## src/rtl/alu_issue_stage.sv

```systemverilog
`default_nettype none
// +--------------------------------------------------------------------------+
// | alu_issue_stage: issue/writeback stage between an 8x32 register file and |
// | an external combinational ALU, with WB-to-issue operand bypass.         |
// | Revision 1.0                                                             |
// +--------------------------------------------------------------------------+
module alu_issue_stage (
  input  logic        clk,
  input  logic        rstN,
  input  logic        instValid,
  output logic        instReady,
  input  logic [6:0]  instOp,
  input  logic [2:0]  instRa,
  input  logic [2:0]  instRb,
  input  logic [2:0]  instRd,
  output logic [31:0] A,
  output logic [31:0] B,
  output logic [6:0]  controlUnitOut,
  output logic        issueValid,
  input  logic [31:0] aluOut,
  input  logic [2:0]  dbgAddr,
  output logic [31:0] dbgData,
  output logic        illegalOp,
  output logic [15:0] instCount
);

  localparam logic [6:0]  C_FIRST_ILLEGAL_OP = 7'd7;
  localparam logic [15:0] C_COUNT_MAX        = 16'hFFFF;

  typedef enum logic [1:0] {
    S_IDLE  = 2'd0,
    S_ISSUE = 2'd1,
    S_WB    = 2'd2
  } state_t;

  state_t      state_q, state_d;
  logic [31:0] a_q, a_d;
  logic [31:0] b_q, b_d;
  logic [6:0]  op_q, op_d;
  logic [2:0]  rd_q, rd_d;
  logic [31:0] wb_data_q, wb_data_d;
  logic        illegal_q, illegal_d;
  logic [15:0] count_q, count_d;
  logic [31:0] rf_q [8];
  logic [31:0] rf_d [8];

  logic        w_accept;
  logic        w_wb_writes;
  logic [31:0] w_opnd_a;
  logic [31:0] w_opnd_b;

  assign instReady      = (state_q != S_ISSUE);
  assign issueValid     = (state_q == S_ISSUE);
  assign A              = a_q;
  assign B              = b_q;
  assign controlUnitOut = op_q;
  assign illegalOp      = illegal_q;
  assign instCount      = count_q;
  // r0 is never written, so a plain read already returns 0 for it
  assign dbgData        = rf_q[dbgAddr];

  always_comb begin
    w_accept    = instValid && (state_q != S_ISSUE);
    // op_q still holds the retiring instruction's opcode during WB
    w_wb_writes = (state_q == S_WB) && (rd_q != 3'd0) && (op_q < C_FIRST_ILLEGAL_OP);
    w_opnd_a    = (w_wb_writes && (instRa == rd_q)) ? wb_data_q : rf_q[instRa];
    w_opnd_b    = (w_wb_writes && (instRb == rd_q)) ? wb_data_q : rf_q[instRb];
  end

  always_comb begin
    state_d   = state_q;
    a_d       = a_q;
    b_d       = b_q;
    op_d      = op_q;
    rd_d      = rd_q;
    wb_data_d = wb_data_q;
    illegal_d = illegal_q;
    count_d   = count_q;
    rf_d      = rf_q;

    case (state_q)
      S_IDLE: begin
        if (w_accept) state_d = S_ISSUE;
      end
      S_ISSUE: begin
        wb_data_d = aluOut;
        state_d   = S_WB;
      end
      S_WB: begin
        if (w_wb_writes) rf_d[rd_q] = wb_data_q;
        if (count_q != C_COUNT_MAX) count_d = count_q + 16'd1;
        state_d = w_accept ? S_ISSUE : S_IDLE;
      end
      default: state_d = S_IDLE;
    endcase

    if (w_accept) begin
      a_d  = w_opnd_a;
      b_d  = w_opnd_b;
      op_d = instOp;
      rd_d = instRd;
      if (instOp >= C_FIRST_ILLEGAL_OP) illegal_d = 1'b1;
    end
  end

  always_ff @(posedge clk or negedge rstN) begin
    if (!rstN) begin
      state_q   <= S_IDLE;
      a_q       <= '0;
      b_q       <= '0;
      op_q      <= '0;
      rd_q      <= '0;
      wb_data_q <= '0;
      illegal_q <= 1'b0;
      count_q   <= '0;
      for (int i = 0; i < 8; i++) rf_q[i] <= '0;
    end else begin
      state_q   <= state_d;
      a_q       <= a_d;
      b_q       <= b_d;
      op_q      <= op_d;
      rd_q      <= rd_d;
      wb_data_q <= wb_data_d;
      illegal_q <= illegal_d;
      count_q   <= count_d;
      rf_q      <= rf_d;
    end
  end

endmodule
`default_nettype wire
```

## config.mk

```make
export PLATFORM = sky130hd
export DESIGN_NAME = alu_issue_stage
export DESIGN_NICKNAME = d
export VERILOG_FILES = /design/src/rtl/alu_issue_stage.sv
export SDC_FILE = /design/constraint.sdc
export NUM_CORES = 1
export LEC_CHECK = 0
export CORE_MARGIN = 2
export CORE_UTILIZATION = 52
export CTS_CLUSTER_DIAMETER = 30
export DETAILED_ROUTE_END_ITERATION = 10
export GPL_ROUTABILITY_DRIVEN = 0
export GPL_TIMING_DRIVEN = 1
export HOLD_SLACK_MARGIN = 0.15
export MAX_ROUTING_LAYER = met4
export PLACE_DENSITY_LB_ADDON = 0.15
export SLEW_MARGIN = 15
export SYNTH_ARGS = -nofsm -noshare
export SYNTH_HDL_FRONTEND = slang
export SYNTH_SLANG_ARGS = --single-unit
```

## constraint.sdc

```tcl
create_clock -name clk -period 8.4 [get_ports clk]
set_clock_uncertainty 0.1 [all_clocks]
set_input_delay 2.52 -clock clk [delete_from_list [all_inputs] [get_ports clk]]
set_output_delay 2.52 -clock clk [all_outputs]
set_load 0.1 [all_outputs]
```

# Yosys cells after proc, flatten, opt, wreduce, memory -nomap -nowiden
# Index checks and enable logic that the tools add are counted.
dict set report word_totals {
  regBits 381
  out_inout_bits 122
}
dict set report classes {
  order_cmp 7
  bitwise_logic 4
  n_eq_ne 7
  n_addsub 1
  n_reduce_logical 11
  mux 17
}
# cell count
set ops {}
lappend ops {{$bmux W32 S3} 3}
lappend ops {{$mux W32} 9}
lappend ops {{$bwmux W256} 1}
lappend ops {{$demux W32 S3} 1}
lappend ops {{$add A16 B1 Y16 const B} 1}
lappend ops {{$ge A4 B4 Y1 const B} 4}
lappend ops {{$ne A16 B16 Y1 const B} 1}
lappend ops {{$not A3 Y4} 4}
lappend ops {{$ge A7 B3 Y1 const B} 1}
lappend ops {{$lt A7 B3 Y1 const B} 1}
lappend ops {{$eq A3 B3 Y1} 2}
lappend ops {{$logic_and A1 B1 Y1} 6}
lappend ops {{$pmux W2 S3} 1}
lappend ops {{$reduce_and A2 Y1} 3}
lappend ops {{$lt A4 B1 Y1 const B} 1}
lappend ops {{$reduce_bool A3 Y1} 1}
lappend ops {{$eq A2 B1 Y1 const B} 1}
lappend ops {{$eq A2 B2 Y1 const B} 1}
lappend ops {{$logic_not A2 Y1} 1}
lappend ops {{$mux W2} 1}
lappend ops {{$ne A2 B1 Y1 const B} 1}
lappend ops {{$ne A2 B2 Y1 const B} 1}
lappend ops {{$mux W1} 1}

# Logic depth before layout (Yosys ltp)
dict set report logic_depth {
  ltp_word 6
  mapped_depth 7
}

# Worst setup path before layout
# No wires, ideal clock.
dict set report synth_path {
  kind {input-to-output}
  start {in dbgAddr[0]}
  end {out dbgData[0]}
  stages 4
  t_arrival_ps 4218
  path_buffers 2
  required_time_ps 5780
  setup_slack_ps 1562
  path_cell_list {clkbuf_1 > buf_2 > mux4_2 > mux2_2}
}
dict set report synth_between {
  elab_chain_len 4
}
# element line
set synth_lines {}
lappend synth_lines {{start: declaration} 21} ;# input logic [2:0] dbgAddr,
lappend synth_lines {{$not A3 Y4 (not written as such)} 60} ;# assign dbgData = rf_q[dbgAddr];
lappend synth_lines {{$bmux W32 S3} 60}
lappend synth_lines {{$mux W32 (not written as such) (2 in a row)} 60}
lappend synth_lines {{end: declaration} 22} ;# output logic [31:0] dbgData,
# No other way between the ends. The select of a mux whose other input is x is not followed.

# Worst setup path after layout
dict set report layout_path {
  start {in dbgAddr[0]}
  end {out dbgData[10]}
}
# The elaborated chain is that of the path after synthesis.

==> reports/qor.txt <==
Status -> finished clean
Hold Crit Class -> register to register
Via count -> 13,200
Crit end category -> primary output
Yosys reg bits -> 381
Xor and xnor area share after synthesis -> 0.835%
Sequential share of the synthesized area -> 47.8%
Area grow syn2layout -> 25.1%
Setup_tns -> 0 ns
H-tree depth -> 3
Synth Area in Compound Gates -> 3.89%
Residual DRC count -> 0
Crit path launch type -> input port
Final min period -> 7.41 ns
Unique cell type count in the Yosys netlist -> 32
Pint -> 0.00475 W
First-pass GRT wire length -> 83,400 µm
RSZ-0062 raised after global routing -> no
Ant diodes -> 0
Largest net degree at the start of global routing -> 158
Initial antenna violation count -> 0
Fraction of power spent switching nets -> 30.6%
Synth Cell Area -> 19,900 µm²
Share of cells above drive strength 1 -> 42.6%
Combinational Power Share -> 17.7%
Peak supply drop -> 0.195 mV
Crit path DAT -> 4.79 ns
Critical path type -> input port to primary output
CTS Hold Bufs -> 0
Die W -> 200 µm
Ys Warns -> 0
First DRT Iteration DRCs -> 886
DR vias/cell -> 6.32
Die H -> 200 µm
TritonCTS clock tree -> yes
Rows -> 71
Routed WL per cell -> 25.8 µm
Mux cell area share after synthesis -> 40.1%
Largest family of logic cells by synthesized area -> multiplexers
CTS max path bufs -> 3
Cells after Synth -> 1,359
Detailed Place HPWL -> 30,200 µm
Power per Cell Area -> 274 nW/µm²
Core area -> 37,700 µm²
Worst skew pair latency -> 0.61 ns
Fmax -> 135 MHz
Final WS setup -> 0.985 ns
Port bufs -> 175
Grt ovf -> 0
Total CTS buffers -> 85
FF-to-FF path depth -> 8
Initial DRT Pass Iterations -> 5
Fin. Hold Viols -> 0
Worst slew margin -> 21.5%
CP Data Required Time -> 5.78 ns
CP max stage delay -> 0.98 ns
Post-CTS resize count -> 0
Least-Margin Pin Slew -> 1.17 ns
Ports -> 176
Slew Limit Fails -> 0
Starting Density -> 52.9%
Simple-Gate Fraction of Synth Area -> 3.47%
Post-synthesis net count -> 1,414
Crit share post-route -> 88.3%
Worst hold path stage count -> 0
Psw -> 0.00209 W
Setup Fix Bufs, Post-CTS -> 0
MaxCap Viol Count -> 0
Fin nets -> 1,566
Post-Synth Adder-Cell Area -> 0.0628%
Root buf cell -> clkbuf_16
Die area -> 39,900 µm²
Slowest CP cell -> clkdlybuf4s50_1
Cell-by-cell trace of the critical path -> buf_4, mux4_2, mux2_2, clkdlybuf4s50_1
Worst Path Max Fanout -> 22
Power consumption -> 0.00684 W
Syn_area_per_cell -> 14.7 µm²
DRT Wirelength -> 54,000 µm
DP Worst Slack -> 0.985 ns
Clock power frac -> 50.2%
GRT Resource Usage Total -> 29.2%
Vias in the first global route -> 14,000
Leak Pwr -> 11.1 nW
Sequential share of power -> 32.1%
Post-route ant nets -> 0
CTS Sinks -> 381
Clk pin slew, worst setup/hold paths -> 0.04 ns
Final setup vio count -> 0
registers in the layout, indices dropped and copies added, names as in the netlist:
| name | count |
|---|---|
| illegalOp | 1 |
| rf_q | 256 |
| B | 32 |
| instCount | 16 |
| rd_q | 3 |
| state_q | 2 |
| controlUnitOut | 7 |
| wb_data_q | 32 |
| A | 32 |
layout by cell type (no fill, tap or decap), drive strengths merged, types with 2 or more instances in the layout:
cell type / n
a221oi: 64
and3: 4
buf: 64
bufinv: 11
clkbuf: 110
clkdlybuf4s50: 140
clkinv: 27
clkinvlp: 7
dfrtp: 381
inv: 43
mux2: 268
mux2i: 64
mux4: 192
nand2: 35
nand2b: 4
nand3: 10
nand4: 8
nor2: 73
nor3: 9
nor4: 4
o21a: 2
o21ai: 34
or3: 4
xnor2: 13
xor2: 6
power by group through the flow:
stage | Combinational (W) | Clock (W) | Sequential [W]
after floorplan | 0.000497 | 0 | 0.00256
after global placement | 0.00120 | 0 | 0.00221
after detailed placement | 0.00121 | 0 | 0.00221
after CTS | 0.00122 | 0.00348 | 0.00219
after global routing | 0.00127 | 0.00359 | 0.00222
final | 0.00121 | 0.00343 | 0.00219
path summary, 6_finish.rpt:
| path | to | slack (ns) | start |
|---|---|---|---|
| max | dbgData[10] | 0.99 | dbgAddr[0] |
| min | rf_q[250] | 0.31 | rf_q[250] |
| max reg2reg | A[26] | 4.81 | state_q[0] |
| min reg2reg | rf_q[250] | 0.31 | rf_q[250] |
| max in group asynchronous | rf_q[239] | 4.94 | rstN |
| min in group asynchronous | wb_data_q[3] | 1.90 | rstN |
stage by stage:
step | hold slack [ns] | util [%] | instances | area, µm²
final | 0.311 | 66.2 | 2094 | 24900
after global routing | 0.328 | 66.2 | 2094 | 24900
after CTS | 0.314 | 66.2 | 2094 | 24900
after detailed placement | 0.303 | 58.1 | 1935 | 21900
after global placement | 0.297 | 58.1 | 1935 | 21900
after floorplan | 0.339 | - | 1359 | 19900
Yosys cell counts, drive strengths merged:
master | n | area, µm²
mux2 | 268 | 3020
ha | 1 | 12.5
mux2i | 64 | 641
nand2b | 4 | 25.0
xor2 | 6 | 52.6
nor4 | 4 | 40.0
a31oi | 1 | 6.26
and3 | 4 | 25.0
mux4 | 192 | 4320
inv | 39 | 146
and4 | 1 | 8.76
nor3 | 9 | 55.1
dfrtp | 381 | 9530
buf | 62 | 332
or3 | 4 | 25.0
o21a | 2 | 15.0
clkbuf | 77 | 289
a21o | 1 | 7.51
o21ai | 34 | 170
xnor2 | 13 | 114
o41ai | 1 | 16.3
nor2 | 73 | 274
a221oi | 64 | 561
nand3 | 10 | 50.1
nand2 | 35 | 131
nand4 | 8 | 50.1
nor2b | 1 | 6.26
final cells by class:
| class | count | area [µm²] |
|---|---|---|
| clock buffer | 110 | 2380 |
| clock inverter | 49 | 643 |
| fill | 2753 | 12700 |
| inverter | 39 | 146 |
| multi-input combinational | 800 | 9680 |
| sequential | 381 | 9530 |
| tap | 511 | 639 |
| timing repair buffer | 204 | 1900 |
kinds of logic (layout without fill, tap and decap cells):
group / after synthesis / after routing
simple gates: 153 / 153
compound gates: 103 / 103
flops: 381 / 381
mux: 524 / 524
xor+xnor: 19 / 19
buf+inv: 178 / 402
fa+ha+maj: 1 / 1
critical path, delay by kind of cell:
kind / cells / cell delay [ns]
mux: 2 / 0.89
buf+inv: 2 / 1.37
layer usage:
| layer | global-route usage [%] | up-vias | share of wire, % |
|---|---|---|---|
| met5 | - | - | 0 |
| met4 | 11.2 | 0 | 2.7 |
| met3 | 5.85 | 117 | 6.5 |
| met2 | 45.3 | 533 | 49 |
| met1 | 38.3 | 7029 | 42 |
| li1 | - | 5564 | - |
Note: power is estimated with default switching activity, not from simulation.
==> RTL change 1: new RTL, config.mk and constraints unchanged <==
`a_q`, `b_q`, `op_q` and `wb_data_q` no longer have a reset.
--- a/src/rtl/alu_issue_stage.sv
+++ b/src/rtl/alu_issue_stage.sv
@@ -107,9 +107,5 @@
     if (!rstN) begin
       state_q   <= S_IDLE;
-      a_q       <= '0;
-      b_q       <= '0;
-      op_q      <= '0;
       rd_q      <= '0;
-      wb_data_q <= '0;
       illegal_q <= 1'b0;
       count_q   <= '0;
@@ -117,9 +113,5 @@
     end else begin
       state_q   <= state_d;
-      a_q       <= a_d;
-      b_q       <= b_d;
-      op_q      <= op_d;
       rd_q      <= rd_d;
-      wb_data_q <= wb_data_d;
       illegal_q <= illegal_d;
       count_q   <= count_d;
@@ -128,4 +120,11 @@
   end
 
+  always_ff @(posedge clk) begin
+    a_q       <= a_d;
+    b_q       <= b_d;
+    op_q      <= op_d;
+    wb_data_q <= wb_data_d;
+  end
+
 endmodule
 `default_nettype wire
Behaviour: not the same (a bounded check fails within 4 cycles, from zero or initial values and one cycle with rstN low).
==> RTL change 1 against the original RTL <==
- setup slack improved by 0.39 ns
- critical path depth up 1
- hold slack improved by 0.0031 ns
- first-iteration DRC count down 7.6%
- sequential cell count did not move
- synthesized cell count shrank 14%
- routed wire length fell by 7.1%
- area after synthesis shrank 0.21%
- design area rose by 0.43%
- maximum frequency increased by 5.5%
- sequential power down 3%
- power down 6.5%
- critical endpoint is now dbgData[2]
==> RTL change 1: results (changes against the original RTL) <==
The count of nets after finishing is 1,390 (-11%). The length in cells of the worst reg-to-reg path was 5 (-3); the maximum resistive drop on vdd was 0.221 mV (+13%). The parity-gate share of the synthesized area counting xor and xnor cells is 0.881% (+0.046 points).

The compound-gate portion of the synthesized area is 0.151% (-3.7 points). Sorting the synthesized cells by how often they occur yields 379 x mux2_2, 278 x dfrtp_1, 192 x mux4_2. The run gives 4 (-1) as the number of iterations in the first detailed-routing pass. Detailed-route vias per instance: 6.21 (-1.7%). The detailed router's first-iteration violation count was 819 (-7.6%); the fraction of the yosys area taken by sequential cells was 50.5% (+2.7 points). The share of async-settable or async-resettable flops after synthesis was 73.0% (-27 points).

The tools report the leakage power as 10.8 nW (-2.4%). Pin count of the biggest net entering global routing: 187 (+18%). The post-synthesis cell type count was 37 (+16%); the antenna diode instance count was 1 (+1). The post-detailed-routing wire length was 50,100 microns (-7.1%); the non-clock buffer area fraction after layout was 7.40% (-0.22 points).

In this run the critical register-to-register path is launched from controlUnitOut[3]. The area used by multi-input combinational logic was 9340 sq um (-3.5%); the post-synthesis share of cell area spent on full adders, half adders and majority gates was 0.0629% (+0.00013 points). After synthesis, the cell types taking the most area are dfrtp_1 35%, mux4_2 22%, mux2_2 21%, edfxtp_1 16%, clkbuf_1 1.1%.

The run finished with clean final reports. The tightest hold margin was 0.314 ns (+0.00308 ns); the number of synthesized flops with an enable pin was 103 (+103). The logs give 1,755 (-9.3%) for the total instance count after detailed placement and 3110 microns (-12%) for the amount of wire on met3 after detailed routing. The logs give 1.34 ns (+0.358 ns) for the worst slack after detailed placement and 663 (-17%) for the count of multi-input gates. The run gives 88 (+3.5%) as the TritonCTS buffer count. The tools report the worst min-delay path startpoint as rf_q[230]. The endpoint of the most critical setup path is dbgData[2].
-- RTL change 1: cell types whose count changed in the layout (fill, tap and decap cells not counted), moves of 10 or more --
cell       unedited run  this run
edfxtp_1              0       103
a221oi_1             64         0
o21ai_0              34         0
nand2_1              35         7
mux2i_1              64         0
clkbuf_16            86        96
nor2_1               69         2
mux2_2              258       379
inv_1                38         1
dfrtp_1             381       278
-- RTL change 1: worst max-delay path, stage by stage --
cell and delay (ns):
buf_4 0.38, buf_4 0.39, mux4_2 0.55, mux2_2 0.30, buf_4 0.24
-- RTL change 1: layer usage --
metal | global-route usage, % | up-vias
li1 | - | 5017
met2 | 40.9 | 463
met5 | - | -
met4 | 9.66 | 0
met1 | 36.7 | 6371
met3 | 5.67 | 99
-- RTL change 1: power breakdown --
group / leakage [nW] / internal [mW] / total, mW / switching, mW
registers: 4.85 / 2.02 / 2.13 / 0.105
clock network: 1.52 / 2.45 / 3.53 / 1.08
logic: 4.47 / 0.264 / 0.737 / 0.473
total: 10.8 / 4.74 / 6.39 / 1.65
==> RTL change 2: new RTL, config.mk and constraints unchanged <==
Made on the original files. Set the localparam `C_COUNT_MAX` to 16'h7FFF (it was 16'hFFFF).
--- a/src/rtl/alu_issue_stage.sv
+++ b/src/rtl/alu_issue_stage.sv
@@ -26,5 +26,5 @@
 
   localparam logic [6:0]  C_FIRST_ILLEGAL_OP = 7'd7;
-  localparam logic [15:0] C_COUNT_MAX        = 16'hFFFF;
+  localparam logic [15:0] C_COUNT_MAX        = 16'h7FFF;
 
   typedef enum logic [1:0] {
Function: no difference found for any inputs over 4 cycles, from zero or initial values and one cycle with rstN low; that may be too few to reach the edited logic, so the function may still have changed.
==> RTL change 2 against the original RTL <==
- routed wire length is 1.7% lower
- area after synthesis is 2.9% higher
- power is 5.6% higher
- design area is 2.2% higher
- setup slack better by 0.049 ns
- sequential cell count stayed put
- via count is 1.2% lower
- count of clock-buffer cells in the layout is 5 lower
- critical path type unchanged
- critical endpoint is now dbgData[31]
==> RTL change 2: results (changes against the original RTL) <==
For the number of gates resized after cts, the log shows 0 (unchanged). In the synthesized netlist the dominant register cell turns out to be dfrtp_1. The number of flip-flops under the largest register name is 256 (unchanged), and the data arrival at the endpoint of the critical path is 4.75 ns (-0.04 ns). The fraction of the yosys area taken by sequential cells is 46.5% (-1.4 points), and the maximum resistive drop on vdd is 0.363 mV (+86%). The min-delay analysis places its worst path in the category flip-flop to flip-flop.

The tools report the count of nets after finishing as 1,576 (+0.64%). The largest individual stage delay along the critical path comes from the cell clkdlybuf4s50_1. The logs give 53,000 microns (-1.7%) for the post-detailed-routing wire length and 2,796 (+1.6%) for the layout filler cell count.

Internal power: 5.03 mW (+6.0%). In the post-synthesis netlist, the biggest area contributors are dfrtp_1 46%, mux4_2 21%, mux2_2 9.4%, mux2_1 4.8%, a221oi_2 4.3%. The run gives 51 (+59%) as the post-synthesis cell type count. Later-pin clock latency in the skew report: 0.59 ns (-0.02 ns). The clock tree root driver cell is clkbuf_16. The compound-gate portion of the synthesized area is 5.90% (+2.0 points), and the maximum root-to-sink buffer count is 3 (unchanged). For the post-CTS setup buffer count, the log shows 0 (unchanged).

Post-synthesis share of cell area spent on full adders, half adders and majority gates: 0.0610% (-0.0018 points). The antenna diode instance count is 0 (unchanged), and the detailed router's first-iteration violation count is 802 (-9.5%). The multiplexer fraction of the synthesized cell area was 38.4% (-1.7 points); the yosys synthesis warning count was 0 (unchanged). The run gives 0 (unchanged) as the number of antenna violations at the first check in global routing.

Cell type group with the largest total delay on the critical path: buffers and inverters. The via count of the first global-routing pass was 13,900 (-0.52%). Headroom to the max-slew limit: 23.8% (+2.3 points). The total track usage came out at 27.7% (-1.4 points).

The commonest cells after synthesis are 381 x dfrtp_1, 192 x mux4_2, 172 x mux2_2. The detailed-route vias per instance came out at 6.21 (-1.8%). The critical-path maximum fanout works out to 19 (-14%).

The fraction of layout cells with a size suffix above 1 came out at 40.4% (-2.2 points). The register containing the most flip-flops in the final layout was rf_q. The run finished with clean final reports.

The share of async-settable or async-resettable flops after synthesis was 100% (unchanged); the maximum level of the CTS H-tree was 3 (unchanged). For the number of iterations in the first detailed-routing pass, the log shows 4 (-1). The worst slack after detailed placement came out at 1.03 ns (+0.0465 ns). The clock slew at the register clock pins of the worst setup and hold paths is 0.05 ns, and the parity-gate share of the synthesized area counting xor and xnor cells is 0.726% (-0.11 points). The HPWL after detailed placement came out at 30,300 microns (+0.13%). Net count of the mapped netlist: 1,436 (+1.6%). The run gives 11.5 nW (+3.4%) as the leakage power. The tools report the global-route wire length before repair as 83,700 microns (+0.35%). The longest individual stage delay on the worst path is 0.98 ns (about the same), and the count of input and output buffers is 175 (unchanged). The pin count of the biggest net entering global routing was 117 (-26%); the TritonCTS buffer count was 83 (-2.4%).
-- RTL change 2: changes by cell type in the layout (fill, tap and decap cells not counted), moves of 6 or more --
cell and change:
a21oi_1 +6, a221oi_1 -60, a221oi_2 +59, buf_4 -7, bufinv_16 +7, clkinv_2 -10, mux2_1 +77, mux2_2 -86
nand2_1 +34, xnor2_1 -7
-- RTL change 2: area by class of cell --
class | instances | area (sq um) | area share, %
Clock buffer | 105 | 2340 | 9.20
Clock inverter | 48 | 796 | 3.12
Inverter | 34 | 128 | 0.501
Multi-Input combinational cell | 823 | 10200 | 39.9
Sequential cell | 381 | 9530 | 37.4
Tap cell | 518 | 648 | 2.54
Timing Repair Buffer | 198 | 1860 | 7.31
-- RTL change 2: logic make-up after synthesis --
family | Yosys count
xor gates and xnor gates | 17
AOI/OAI and AO/OA | 114
adders and majority gates | 1
buffers and inverters | 177
DFF | 381
and+or+nand+nor | 177
muxes | 514
-- RTL change 2: power by group through the flow --
stage | sequential (mW) | clock (mW) | combinational [mW]
after CTS | 2.24 | 3.66 | 1.38
after global placement | 2.26 | 0 | 1.36
final | 2.25 | 3.61 | 1.36
after global routing | 2.28 | 3.76 | 1.43
after floorplan | 2.61 | 0 | 0.636
after detailed placement | 2.27 | 0 | 1.37
-- RTL change 2: worst reg2reg max path, delay by kind of cell, from the launching register on --
family	cells	cell delay, ns
buffers and inverters	1	0.54
flip-flops	1	0.80
AND/OR/NAND/NOR	3	1.49
multiplexers	1	0.40
-- RTL change 2: per-layer routing --
metal  GRT usage, %  vias to the layer above  wire length (microns)
met5              -                        -                      0
met4           9.54                        0                   1640
met3           5.73                      119                   3250
met2           41.9                      431                  25200
met1           37.9                     6902                  23000
li1               -                     5630                      -
-- RTL change 2: path summary, 6_finish.rpt --
| kind | slack [ns] | to | startpoint | depth (start not counted) |
|---|---|---|---|---|
| max | 1.03 | dbgData[31] | dbgAddr[0] | 4 |
| min | 0.31 | rf_q[224] | rf_q[224] | 0 |
| max reg2reg | 4.94 | rf_q[116] | rd_q[0] | 5 |
| min reg2reg | 0.31 | rf_q[224] | rf_q[224] | 0 |
| min in group asynchronous | 1.84 | rf_q[200] | rstN | 1 |
| max in group asynchronous | 4.74 | rf_q[63] | rstN | 2 |
-- RTL change 2: metrics by stage --
stage / area [sq um] / total power, mW / std cells
detailed placement: 22300 / 3.64 / 1954
global placement: 22300 / 3.62 / 1954
finish: 25500 / 7.22 / 2107
global route: 25500 / 7.47 / 2107
CTS: 25500 / 7.28 / 2107
floorplan: 20500 / 3.25 / 1381
